[config.mk]
export PLATFORM = sky130hd
export DESIGN_NAME = oven_controller
export DESIGN_NICKNAME = d
export VERILOG_FILES = /design/src/rtl/oven_pkg.sv /design/src/rtl/oven_thermal_model.sv /design/src/rtl/oven_controller.sv
export SDC_FILE = /design/constraint.sdc
export NUM_CORES = 1
export LEC_CHECK = 0
export BUFFER_PORTS_ARGS = -buffer_cell sky130_fd_sc_hd__buf_2
export CAP_MARGIN = 30
export CORE_MARGIN = 4
export CORE_UTILIZATION = 52
export CTS_BUF_LIST = sky130_fd_sc_hd__clkbuf_8 sky130_fd_sc_hd__clkbuf_16
export DETAILED_ROUTE_END_ITERATION = 16
export PLACE_DENSITY = 0.77
export SYNTH_ARGS = -nofsm -noshare
export SYNTH_HDL_FRONTEND = slang
export SYNTH_SLANG_ARGS = --single-unit
[constraint.sdc]
create_clock -name clk -period 2.7 [get_ports clk]
set_clock_uncertainty 0.1 [all_clocks]
set_input_delay 0.135 -clock clk [delete_from_list [all_inputs] [get_ports clk]]
set_output_delay 0.135 -clock clk [all_outputs]
set_load 0.05 [all_outputs]
[src/rtl/oven_pkg.sv]
// Shared types and limits for the oven controller slice: FSM state encoding,
// setpoint clamp range, heating ceiling and the default resting temperature.
package oven_pkg;

    typedef enum logic [2:0] {
        IDLE    = 3'd0,
        PREHEAT = 3'd1,
        COOK    = 3'd2,
        PAUSE   = 3'd3,
        DONE    = 3'd4
    } oven_state_t;

    localparam int unsigned TEMP_MIN        = 300;
    localparam int unsigned TEMP_MAX        = 500;
    localparam int unsigned TEMP_CEIL       = 600;
    localparam int unsigned AMBIENT_DEFAULT = 70;

    function automatic logic [9:0] clamp_target(input logic [9:0] t);
        logic [9:0] r;
        r = t;
        if (t < 10'(TEMP_MIN)) r = 10'(TEMP_MIN);
        if (t > 10'(TEMP_MAX)) r = 10'(TEMP_MAX);
        return r;
    endfunction

endpackage

[src/rtl/oven_thermal_model.sv]
// First-order oven temperature model: ramps while the heater is on, cools
// toward ambient otherwise, updating only on the time-base tick.
module oven_thermal_model
    import oven_pkg::*;
#(
    parameter int unsigned AMBIENT   = AMBIENT_DEFAULT,
    parameter int unsigned RAMP_STEP = 25,
    parameter int unsigned COOL_STEP = 5
) (
    input  logic       clk,
    input  logic       rst,
    input  logic       tick,
    input  logic       heater_on,
    output logic [9:0] cur_temp
);

    logic [10:0] heated;
    logic [9:0]  cooled;

    // Widened sum so the ceiling compare cannot wrap.
    always_comb begin
        heated = {1'b0, cur_temp} + 11'(RAMP_STEP);
        if (heated > 11'(TEMP_CEIL)) heated = 11'(TEMP_CEIL);
        if ({1'b0, cur_temp} < 11'(AMBIENT + COOL_STEP)) cooled = 10'(AMBIENT);
        else                                             cooled = cur_temp - 10'(COOL_STEP);
    end

    always_ff @(posedge clk) begin
        if (rst)       cur_temp <= 10'(AMBIENT);
        else if (tick) cur_temp <= heater_on ? heated[9:0] : cooled;
    end

endmodule

[src/rtl/oven_controller.sv]
// Oven cook-cycle controller: preheat, timed cook with hysteresis heater
// control, door-interlock pause, and a buzzer phase on completion.
module oven_controller
    import oven_pkg::*;
#(
    parameter int unsigned AMBIENT    = AMBIENT_DEFAULT,
    parameter int unsigned RAMP_STEP  = 25,
    parameter int unsigned COOL_STEP  = 5,
    parameter int unsigned HYST       = 10,
    parameter int unsigned BUZZ_TICKS = 3
) (
    input  logic       clk,
    input  logic       rst,
    input  logic       onOff,
    input  logic       tick,
    input  logic       start,
    input  logic       cancel,
    input  logic       door_open,
    input  logic [9:0] temp_set,
    input  logic [9:0] timer_set,
    output logic       heater_on,
    output logic [9:0] cur_temp,
    output logic [9:0] time_left,
    output logic [2:0] state,
    output logic       buzzer
);

    oven_state_t state_q, state_n;
    oven_state_t pause_q, pause_n;
    logic        heater_q, heater_n;
    logic        buzzer_q, buzzer_n;
    logic [9:0]  time_q, time_n;
    logic [9:0]  target_q, target_n;
    logic [7:0]  buzz_q, buzz_n;
    logic [7:0]  buzz_inc;
    logic [10:0] low_band;
    logic        at_target, below_band;

    oven_thermal_model #(
        .AMBIENT   (AMBIENT),
        .RAMP_STEP (RAMP_STEP),
        .COOL_STEP (COOL_STEP)
    ) u_thermal (
        .clk       (clk),
        .rst       (rst),
        .tick      (tick),
        .heater_on (heater_q),
        .cur_temp  (cur_temp)
    );

    assign low_band   = {1'b0, target_q} - 11'(HYST);
    assign at_target  = cur_temp >= target_q;
    assign below_band = {1'b0, cur_temp} < low_band;
    assign buzz_inc   = buzz_q + 8'd1;

    always_ff @(posedge clk) begin
        if (rst) begin
            state_q  <= IDLE;
            pause_q  <= PREHEAT;
            heater_q <= 1'b0;
            buzzer_q <= 1'b0;
            time_q   <= '0;
            target_q <= 10'(TEMP_MIN);
            buzz_q   <= '0;
        end else begin
            state_q  <= state_n;
            pause_q  <= pause_n;
            heater_q <= heater_n;
            buzzer_q <= buzzer_n;
            time_q   <= time_n;
            target_q <= target_n;
            buzz_q   <= buzz_n;
        end
    end

    always_comb begin
        state_n  = state_q;
        pause_n  = pause_q;
        heater_n = heater_q;
        buzzer_n = buzzer_q;
        time_n   = time_q;
        target_n = target_q;
        buzz_n   = buzz_q;

        // Power-off and cancel both win over everything else; cancel in IDLE
        // also swallows a coincident start.
        if (!onOff || cancel) begin
            state_n  = IDLE;
            heater_n = 1'b0;
            buzzer_n = 1'b0;
            time_n   = '0;
            buzz_n   = '0;
        end else begin
            unique case (state_q)
                IDLE: begin
                    heater_n = 1'b0;
                    buzzer_n = 1'b0;
                    if (start && !door_open && timer_set != '0) begin
                        state_n  = PREHEAT;
                        target_n = clamp_target(temp_set);
                        time_n   = timer_set;
                        heater_n = 1'b1;
                    end
                end
                PREHEAT: begin
                    if (door_open) begin
                        state_n  = PAUSE;
                        pause_n  = PREHEAT;
                        heater_n = 1'b0;
                    end else if (at_target) begin
                        state_n  = COOK;
                        heater_n = 1'b0;
                    end else begin
                        heater_n = 1'b1;
                    end
                end
                COOK: begin
                    if (door_open) begin
                        state_n  = PAUSE;
                        pause_n  = COOK;
                        heater_n = 1'b0;
                    end else begin
                        if (at_target)       heater_n = 1'b0;
                        else if (below_band) heater_n = 1'b1;
                        if (tick) begin
                            if (time_q <= 10'd1) begin
                                time_n   = '0;
                                state_n  = DONE;
                                heater_n = 1'b0;
                                buzzer_n = 1'b1;
                                buzz_n   = '0;
                            end else begin
                                time_n = time_q - 10'd1;
                            end
                        end
                    end
                end
                PAUSE: begin
                    heater_n = 1'b0;
                    if (!door_open) begin
                        state_n  = pause_q;
                        heater_n = (pause_q == PREHEAT) || below_band;
                    end
                end
                DONE: begin
                    heater_n = 1'b0;
                    buzzer_n = 1'b1;
                    if (tick) begin
                        if (buzz_inc >= 8'(BUZZ_TICKS)) begin
                            state_n  = IDLE;
                            buzzer_n = 1'b0;
                            buzz_n   = '0;
                            time_n   = '0;
                        end else begin
                            buzz_n = buzz_inc;
                        end
                    end
                end
                default: begin
                    state_n  = IDLE;
                    heater_n = 1'b0;
                    buzzer_n = 1'b0;
                    time_n   = '0;
                end
            endcase
        end
    end

    assign heater_on = heater_q;
    assign buzzer    = buzzer_q;
    assign time_left = time_q;
    assign state     = state_q;

endmodule

Word-level counts from Yosys, hierarchy flattened
Index checks and enable logic that the tools add are counted.

Output and inout port bits: 25. Register bits: 46.

Eq/ne operators: 17. Reductions and logical operators: 18. Muxes and demuxes: 47. $add $sub $neg: 5. Bitwise operators: 2. $lt $le $gt $ge: 8.

Operators by type and width (number): 2-to-1 mux 10 bit (11); 2-to-1 mux 8 bit (5); case mux 10 bit (4 select lines) (1); 2-to-1 mux 3 bit (11); != test 2 bit (second input constant) (9); case mux 8 bit (2 select lines) (1); case mux 3 bit (5 select lines) (1); 2-to-1 mux 1 bit (14); adder 10 x 5 -> 11 bit (second input constant) (1); greater-than comparator 11 x 10 -> 1 bit (second input constant) (1); less-than comparator 10 x 11 -> 1 bit (1); subtractor 10 x 4 -> 11 bit (second input constant) (1); greater-or-equal comparator 10 bit (1); greater-than comparator 10 x 9 -> 1 bit (second input constant) (1); <= comparator 10 x 1 -> 1 bit (second input constant) (1); less-than comparator 10 x 7 -> 1 bit (second input constant) (1); less-than comparator 10 x 9 -> 1 bit (second input constant) (1); nonzero test 10 bit (1); subtractor 10 x 1 -> 10 bit (second input constant) (1); subtractor 10 x 3 -> 10 bit (second input constant) (1); != test 3 bit (second input constant) (3); adder 8 x 1 -> 8 bit (second input constant) (1); greater-or-equal comparator 8 x 2 -> 1 bit (second input constant) (1); AND reduction 4 bit (2); 17 further kinds (25).

Logic depth before layout (Yosys ltp)
Gate-level depths: netlist of run 1.

Depth in word-level cells: 8. Depth in mapped cells: 13.

Modules after synthesis
From an unflattened synthesis of run 1, not the netlist that was laid out.

Cells, all modules: 450. Area, all modules: 3634.7 µm².

Modules (own cells, without submodules): oven_controller (times used 1, seq. area each 700.7 µm², area an instance 2572.5 µm², cells an instance 307); oven_thermal_model (times used 1, seq. area each 200.2 µm², area an instance 1062.3 µm², cells an instance 143).

Worst setup path after synthesis of run 1
No wires, ideal clock.

Path kind: reg2reg. Start: reg u_thermal.cur_temp[0]. End: reg state_q[0] (netlist: state[0]). Clock period less this slack: 2.613 ns. Arrival: 2.446 ns. Required time: 2.533 ns. Cell stages (with the launch flop): 10. Slack: 0.087 ns. Path through: dfxtp_1 -> inv_1 -> ha_1 -> nor2b_1 -> o21ai_0 -> a41oi_1 -> o21ai_0 -> o211ai_4 -> or3_1 -> a21oi_2.

Cells in the longest elaborated chain, start to end: 3.

Ends and longest elaborated chain: from (decl) (line oven_thermal_model.sv:14) `output logic [9:0] cur_temp`; from (signal assigned) (line oven_thermal_model.sv:29) `if (rst) cur_temp <= 10'(AMBIENT);`; from (signal assigned) (line oven_thermal_model.sv:30) `else if (tick) cur_temp <= heater_on ? heated[9:0] : cooled;`; greater-or-equal comparator 10 bit (line oven_controller.sv:52) `assign at_target = cur_temp >= target_q;`; != test 3 bit (no line); AND reduction 7 bit (no line); to (signal assigned) (line oven_controller.sv:66) `state_q <= state_n;`; to (decl) (line oven_controller.sv:28) `oven_state_t state_q, state_n;`.

Every way passes these cells. A chain may end at the register's enable or synchronous reset.

Worst setup path in the final report of run 1
Ends and elaborated chain as after synthesis.

==> impl_metrics.yaml, run 1 <==
outcome:
  status: "finished, final reports clean"
yosys:
  synth-main-ff-cell: "dfxtp_1"
  synth_cell_types: 65
  async_flop_share_pct: 0
  netlist_instances: 462
  ys_seq_area_share_pct: 25.50
  netlist_area_um2: 3533
  synth.avg_cell_area_um2: 7.648
  synthesis.nets: 515
  synth_warnings: 0
  ys_ff_latch: 45
  synth_edf_count: 0
finish:
  num-nets-final: 579
  area_growth_pct: 18.13
  drive_gt1_share_pct: 20.91
  nFillCells: 571
  diodes: 0
clock_network:
  clockRootBuffer: "clkbuf_8"
  cts_buffer_depth: 2
  tritoncts: "done"
  cts_buffers: 5
  clk_pin_slew_ps: 90
  cts_sinks: 45
  h-tree-depth: 2
  worst_skew_pair.late_latency_ps: 300
global_routing:
  grt_pass1_vias: 3528
  grt-ovfl-total: 0
  grt_pass1_wl_um: 16480
  antenna_found_initial: 0
  gr-usage-all-layers_pct: 23.93
  grt_max_degree: 17
setup_path:
  arrival_ps: 2770
  critPathBufInv: 1
  worstSetupEndpointType: "register"
  critical_path.max_fanout: 4
  cpPeakStageDelay_ps: 530
  crit_slowest_cell: "o21ai_0"
  crit_top_cell: "o21ai_0"
  cp_top_family: "compound AO/OA/AOI/OAI gates"
  crit_required_ps: 2850
  path_cells: "inv_1 -> ha_1 -> nor2b_1 -> o21ai_0 -> a41oi_1 -> o21ai_0 -> o211ai_4 -> or3_1 -> a21oi_2"
  path_class: "register to register"
  cp-start-kind: "register"
floorplanning:
  die_w_um: 90.43
  core_um2: 6459
  ioPinCount: 52
  die_h_um: 90.43
  rows: 29
  die_area_um2: 8178
  start_util_pct: 54.71
timing:
  rsz0062_at_grt: "true"
  max_freq_mhz: 381.4
  fin_crit_sh_pct: 97.12
  hold_violations: 0
  worst_slack_ps: 77.88
  holdWs_ps: 40.74
  slew_viol_final: 0
  relSlewSlack_pct: 57.62
  fin_crit_ps: 2622
  tightest_slew_ps: 629.1
  setup_viol: 0
route:
  via_count: 3782
  wirelength_um: 9918
  first_pass_iters: 5
  antenna_left: 0
  drtIter0Drc: 254
  wl_per_cell_um: 16.45
  drt-vias-per-instance: 6.272
  drc: 0
power:
  p_leak_nw: 1.745
  pwr_density_cell_nw_per_um2: 498.8
  peakVddDrop_mv: 0.3046
placed_design:
  dpl_worst_slack_ps: 22.39
  place_congestion: 0.9241
  io_buffers: 51
  hpwl_um: 7434
flow_run:
  cap_violations: 0
hold_path:
  hp-class: "input port to register"
## flip-flops by register name, summed over array words and instances (netlist names)
signal / flops
pause_q: 2
u_thermal.cur_temp: 10
buzzer: 1
time_left: 10
heater_on: 1
target_q: 10
state: 3
buzz_q: 8
## worst paths after layout
path	cells past startpoint	startpoint	end	slack, ps
setup / recovery	9	u_thermal.cur_temp[0]	state[0]	80
hold / removal	3	temp_set[4]	target_q[4]	40
setup reg to reg	9	u_thermal.cur_temp[0]	state[0]	80
hold reg to reg	2	time_left[9]	time_left[9]	400
## cells in the mapped netlist (all sizes together) (3+ instances only)
| cell | number | area share [%] |
|---|---|---|
| o21ai | 35 | 5.0 |
| nand2 | 40 | 4.5 |
| xor2 | 8 | 2.0 |
| a221oi | 10 | 2.5 |
| nand3 | 14 | 2.0 |
| mux2i | 3 | 0.85 |
| o211ai | 7 | 1.9 |
| or3 | 3 | 0.53 |
| nor3 | 21 | 3.4 |
| nand3b | 7 | 1.5 |
| or2 | 4 | 0.71 |
| nand4 | 6 | 1.1 |
| o22ai | 4 | 0.71 |
| or4 | 3 | 0.74 |
| inv | 25 | 2.7 |
| o21a | 3 | 0.64 |
| xnor2 | 10 | 2.5 |
| and2 | 8 | 1.4 |
| nand2b | 11 | 1.9 |
| a22oi | 4 | 0.85 |
| ha | 26 | 9.2 |
| nor4 | 8 | 1.4 |
| a21oi | 35 | 5.2 |
| dfxtp | 45 | 25 |
| and3 | 8 | 1.4 |
| o2111ai | 4 | 1.5 |
| a21o | 4 | 0.85 |
| buf | 3 | 0.42 |
| a211oi | 8 | 1.7 |
| a211o | 3 | 0.74 |
| nor2 | 36 | 4.3 |
| nor2b | 7 | 1.2 |
| clkbuf | 21 | 2.2 |
## placed cells by master (no fill, tap or decap), drive strengths merged, types with 3 or more instances in the layout
master       instances
o21ai               35
mux2i                3
o211ai               7
a21oi               35
xor2                 8
nand2               40
a21o                 4
nand2b              11
a211oi               8
a221oi              10
buf                 77
nor2b                7
o2111ai              4
o21a                 3
ha                  26
o22ai                4
clkbuf               5
and3                 8
nor4                 8
dfxtp               45
nand4                6
or2                  4
nand3b               7
or3                  3
a211o                3
nand3               14
and2                 8
nor3                21
or4                  3
xnor2               10
nor2                36
inv                 25
dlygate4sd3          4
a22oi                4
## worst register-to-register path, cell delays in order (launching register included)
cell and delay, ps:
dfxtp_1 390, inv_1 90, ha_1 210, nor2b_1 130
o21ai_0 320, a41oi_1 160, o21ai_0 530, o211ai_4 140
or3_1 390, a21oi_2 140
## timing repair
action,4_1_cts,5_1_grt
setup endpoints to repair,1,1
setup buffers,0,3
hold buffers,4,0
resized for setup,1,12
hold endpoints to repair,4,0
pin swaps,1,10
## where the power goes
| group | total, mW | switching (mW) | internal [mW] |
|---|---|---|---|
| Clock | 0.508 | 0.238 | 0.269 |
| Combinational | 0.825 | 0.508 | 0.316 |
| Sequential | 0.749 | 0.0575 | 0.692 |
## area by class of cell
type | instances | area (µm²) | share of cell area [%]
tap | 77 | 96.34 | 2.308
multi-input combinational | 368 | 2486 | 59.56
clock buffer | 5 | 68.82 | 1.649
timing repair buffer | 81 | 490.5 | 11.75
inverter | 25 | 93.84 | 2.248
sequential | 45 | 903.4 | 21.64
clock inverter | 2 | 35.03 | 0.8393
## kinds of logic after synthesis
group                    count (synthesis)  synth area share (%)
AO/OA/AOI/OAI                          139                 27.13
XOR/XNOR                                18                 4.462
adder cells (fa/ha/maj)                 26                 9.207
buffers and inverters                   49                 5.312
flip-flops                              45                 25.50
multiplexers                             3                0.8499
AND/OR/NAND/NOR                        182                 27.55
## routing by layer
| layer | routed length, µm | share of wire (%) | global-route usage (%) |
|---|---|---|---|
| met5 | 0 | 0 | 0 |
| met4 | 238 | 2.4 | 8.036 |
| met3 | 643 | 6.5 | 5.250 |
| met2 | 4567 | 46 | 38.64 |
| met1 | 4469 | 45 | 31.57 |
## through the flow
stage | instances | cell area (µm²) | total power [mW] | util (%) | setup TNS (ps)
detailed placement | 589 | 3964 | 1.556 | 61.37 | 0
global placement | 589 | 3964 | 1.534 | 61.37 | 0
finish | 603 | 4174 | 2.082 | 64.63 | 0
floorplan | 462 | 3533 | 1.329 | - | 0
global route | 603 | 4174 | 2.194 | 64.63 | -79.61
CTS | 600 | 4113 | 2.064 | 63.68 | 0
No activity file was read; power rests on OpenSTA's default activity.
==> inputs of run 2 (changes only) <==
Settings changed: CORE_UTILIZATION 52 to 40, PLACE_DENSITY 0.77 to unset.
==> impl_metrics.yaml, run 2 (synthesis results as in run 1) <==
outcome:
  status: "finished, final reports clean"
setup_path:
  crit_required_ps: 2840
  worstSetupEndpointType: "register"
  critical_path.max_fanout: 2
  rr_worst_depth: 12
  r2r_setup_slack_ps: 110
  path_class: "register to register"
  arrival_ps: 2730
  cp-start-kind: "register"
  crit_top_cell: "nor3_2"
  reg2reg_from: "target_q[2]"
  reg2reg_to: "heater_on"
  cpPeakStageDelay_ps: 330
  path_cells: "inv_1 -> ha_4 -> o21a_1 -> xnor2_1 -> ha_1 -> a21o_1 -> a211oi_2 -> o21ai_1 -> o221ai_2 -> nor3_2 -> o311a_1 -> nor3_2"
  crit_slowest_cell: "dfxtp_2"
  crit_start: "target_q[2]"
clock_network:
  worst_skew_pair.late_latency_ps: 300
  cts_buffers: 5
  cts_buffer_depth: 2
  clk_pin_slew_ps: 100
  clockRootBuffer: "clkbuf_8"
  h-tree-depth: 2
  tritoncts: "done"
  cts_sinks: 45
power:
  seq_power_share_pct: 34.9
  sw_frac_of_total_pct: 39.03
  cellInternalPower_mw: 1.296
  power_frac_clock_pct: 25.6
  p_leak_nw: 1.748
  power_switching_uw: 829.9
  combPwrFrac_pct: 39.5
  peakVddDrop_mv: 0.2181
  power_mw: 2.126
  pwr_density_cell_nw_per_um2: 501.9
global_routing:
  grt_pass1_vias: 3347
  grt-ovfl-total: 0
  gr-usage-all-layers_pct: 19.17
  grt_pass1_wl_um: 16260
  antenna_found_initial: 0
  grt_max_degree: 19
timing:
  hold_violations: 0
  tightest_slew_ps: 612.9
  rsz0062_at_grt: "true"
  fin_crit_ps: 2590
  holdWs_ps: 36.06
  slew_viol_final: 0
  relSlewSlack_pct: 58.71
  max_freq_mhz: 386.1
  fin_crit_sh_pct: 95.93
  setup_viol: 0
  worst_slack_ps: 109.8
placed_design:
  dpl_worst_slack_ps: -35.85
  io_buffers: 51
  hpwl_um: 7719
  place_congestion: 0.9096
  post_dp_cell_area_um2: 4025
flow_run:
  cap_violations: 0
route:
  antenna_left: 0
  wirelength_um: 10260
  via_count: 3702
  first_pass_iters: 5
  drtIter0Drc: 199
  drc: 0
  wl_per_cell_um: 16.10
  drt-vias-per-instance: 5.812
finish:
  final_area_um2: 4237
  layout_commonest_cell: "buf_2"
  nFillCells: 899
  area_growth_pct: 19.90
  num-nets-final: 581
  multi_input_area_um2: 2484
  drive_gt1_share_pct: 21.17
  seqCellArea_um2: 903.4
  final_cell_mix: "51 x buf_2, 43 x dfxtp_1, 39 x nand2_1"
  diodes: 0
floorplanning:
  die_area_um2: 10400
  die_h_um: 102.0
  rows: 34
  die_w_um: 102.0
  ioPinCount: 52
  core_um2: 8678
  start_util_pct: 40.72
hold_path:
  holdPathEnd: "target_q[6]"
  min-delay-start: "temp_set[6]"
  hp-class: "input port to register"
  min_delay_path_depth: 3
[run 2: cell count changes in the layout (fill, tap and decap cells not counted), sizes merged]
cell	previous run	this run
buf	77	79
clkinvlp	0	1
[run 2: how the worst max path moves through the flow]
| stage | end | slack (ps) | depth (start not counted) |
|---|---|---|---|
| 6_report | heater_on | 110 | 12 |
| 5_1_grt | heater_on | -40 | 12 |
| 4_1_cts | heater_on | 30 | 12 |
| 3_5_place_dp | heater_on | -40 | 12 |
| 3_3_place_gp | heater_on | 70 | 12 |
| 2_1_floorplan | state[0] | 90 | 9 |
[run 2: critical path, delay by kind of cell (launching register included)]
family	cells	cell delay [ps]
DFF	1	330
AOI/OAI and AO/OA	6	1200
and+or+nand+nor	2	220
adders and majority gates	2	480
buffers and inverters	1	70
xor gates and xnor gates	1	130
[run 2: area by class of cell]
cell class                      count  area share (%)
Sequential cell                    45           21.32
Timing Repair Buffer               83           11.93
Tap cell                          108           3.190
Multi-Input combinational cell    368           58.62
Clock buffer                        5           1.624
Inverter                           25           2.215
Clock inverter                      3           1.093
[run 2: per-stage QoR]
stage               TNS, ps  utilization, %  cells
floorplan                 0               -    462
global placement          0           46.38    623
detailed placement   -35.85           46.38    623
CTS                       0           48.26    635
global route         -42.84           48.82    637
finish                    0           48.82    637
[run 2: layer usage]
| layer | up-vias | GRT usage, % | wire, µm |
|---|---|---|---|
| li1 | 1832 | - | - |
| met1 | 1729 | 28.44 | 4938 |
| met2 | 128 | 29.49 | 4646 |
| met3 | 13 | 2.799 | 568 |
| met4 | 0 | 4.036 | 101 |
| met5 | - | 0 | 0 |
[run 2: repair_timing]
action / CTS / global route
pin swaps: 1 / 9
hold buffers: 4 / 0
setup endpoints to repair: 1 / 1
resized for setup: 3 / 8
endpoints found under the hold margin: 4 / 0
buffers inserted: 0 / 2
[run 2: power groups by stage]
stage               registers, mW  logic, mW  clock network, mW
floorplan                   0.842      0.487                  0
global placement            0.754      0.808                  0
detailed placement          0.756      0.815                  0
CTS                         0.741      0.825              0.556
global route                0.747      0.929              0.581
finish                      0.741      0.840              0.545
==> inputs of run 3 (changes only) <==
Settings changed: RECOVER_POWER set to 100.
Clock period 2.7 ns to 2.2 ns, I/O delays scaled along.
==> impl_metrics.yaml, run 3 (synthesis results as in run 1) <==
outcome:
  status: "finished with violations"
  violations: "setup timing"
setup_path:
  r2r_setup_slack_ps: -290
  rr_worst_depth: 12
  worstSetupEndpoint: "heater_on"
  reg2reg_from: "target_q[2]"
  worstSetupEndpointType: "register"
  arrival_ps: 2610
  path_class: "register to register"
  critical_path.max_fanout: 3
  crit_required_ps: 2320
  crit_start: "target_q[2]"
  reg2reg_to: "heater_on"
  cp-start-kind: "register"
route:
  via_count: 3801
  first_pass_iters: 4
  drc: 0
  wirelength_um: 10570
  wl_per_cell_um: 15.69
  drtIter0Drc: 141
  drt-vias-per-instance: 5.639
  antenna_left: 0
finish:
  drive_gt1_share_pct: 30.39
  area_growth_pct: 33.22
  layout_commonest_cell: "buf_4"
  final_cell_mix: "59 x buf_4, 37 x nand2_1, 34 x nor2_1"
  diodes: 0
  num-nets-final: 619
  nFillCells: 838
  fin_cells: 674
global_routing:
  antenna_found_initial: 0
  grt-ovfl-total: 0
  gr-usage-all-layers_pct: 20.18
  grt_max_degree: 19
  grt_pass1_wl_um: 17200
  grt_pass1_vias: 3639
clock_network:
  cts_sinks: 45
  clk_pin_slew_ps: 90
  cts_buffers: 5
  cts_buffer_depth: 2
  tritoncts: "done"
  worst_skew_pair.late_latency_ps: 300
  h-tree-depth: 2
  clockRootBuffer: "clkbuf_8"
timing:
  fin_crit_ps: 2486
  fin_crit_sh_pct: 113.0
  max_freq_mhz: 402.3
  hold_violations: 0
  relSlewSlack_pct: 56.92
  worst_slack_ps: -285.9
  setup_viol: 1
  holdWs_ps: 25.49
  rsz0062_at_grt: "true"
  slew_viol_final: 0
  tightest_slew_ps: 646.2
power:
  power_switching_mw: 1.073
  sw_frac_of_total_pct: 38.53
  cellInternalPower_mw: 1.711
  power_frac_clock_pct: 22.3
  pwr_density_cell_nw_per_um2: 591.5
  p_leak_nw: 1.857
  combPwrFrac_pct: 44.6
  peakVddDrop_mv: 0.4607
  seq_power_share_pct: 33.2
floorplanning:
  rows: 34
  core_um2: 8678
  die_area_um2: 10400
  start_util_pct: 40.72
  die_h_um: 102.0
  ioPinCount: 52
  die_w_um: 102.0
flow_run:
  cap_violations: 0
placed_design:
  io_buffers: 51
  hpwl_um: 7826
  placed_cells: 654
  place_congestion: 0.8553
hold_path:
  hp-class: "input port to register"
## run 3: per-layer routing
layer	routed length [µm]	part of all wire (%)	track usage, %	vias up
met5	0	0	0	-
met4	79	0.75	4.945	0
met3	592	5.6	2.389	6
met2	4914	46	33.63	87
met1	4986	47	27.81	1796
li1	-	-	-	1912
## run 3: area by class of cell
| type | count | area [µm²] | area share [%] |
|---|---|---|---|
| multi-input cells | 368 | 2694 | 57.23 |
| flip-flops and latches | 45 | 929.6 | 19.75 |
| repair buffers | 121 | 750.7 | 15.95 |
| well taps | 108 | 135.1 | 2.871 |
| inverters | 25 | 93.84 | 1.994 |
| clock buffers | 5 | 68.82 | 1.462 |
| clock inverters | 2 | 35.03 | 0.7443 |
## run 3: worst max-delay path: stages (launching register included)
cell and delay (ps):
dfxtp_2 350, inv_2 50, ha_4 150, o21a_1 180
xnor2_1 130, ha_1 290, a21o_1 170, a211oi_2 170
o21ai_1 110, o221ai_2 190, nor3_1 70, o311a_1 290
nor3_1 170
## run 3: worst min path at each step
stage / startpoint / endpoint / slack (ps) / depth (start not counted)
3_3_place_gp: temp_set[5] / target_q[5] / 260 / 3
6_report: temp_set[4] / target_q[4] / 30 / 3
2_1_floorplan: temp_set[2] / target_q[2] / 130 / 2
4_1_cts: temp_set[4] / target_q[4] / 20 / 3
3_5_place_dp: temp_set[5] / target_q[5] / 250 / 3
5_1_grt: temp_set[6] / target_q[6] / 40 / 3
## run 3: timing repair
item,CTS,global route
pin swaps,11,21
buffers inserted,2,6
resized for setup,9,47
cloned,0,1
setup endpoints to repair,9,22
hold endpoints to repair,4,0
hold buffers,4,0
## run 3: per-stage QoR
step                      power [mW]  util [%]  setup TNS, ps  setup WS, ps  area [µm²]
final                          2.784     54.24         -285.9        -285.9        4707
after global routing           2.950     54.24          -1230        -440.7        4707
after CTS                      2.668     52.06         -306.2        -306.2        4518
after detailed placement       2.004     49.83          -1079        -399.1        4324
after global placement         1.989     49.83         -866.0        -338.2        4324
after floorplan                1.658         -         -768.5        -216.0        3601
## run 3: power by group through the flow
stage | registers [mW] | clock network, mW | logic [mW]
after floorplan | 1.04 | 0 | 0.616
after global placement | 0.922 | 0 | 1.07
after global routing | 0.930 | 0.656 | 1.36
final | 0.923 | 0.620 | 1.24
after detailed placement | 0.924 | 0 | 1.08
after CTS | 0.913 | 0.631 | 1.12
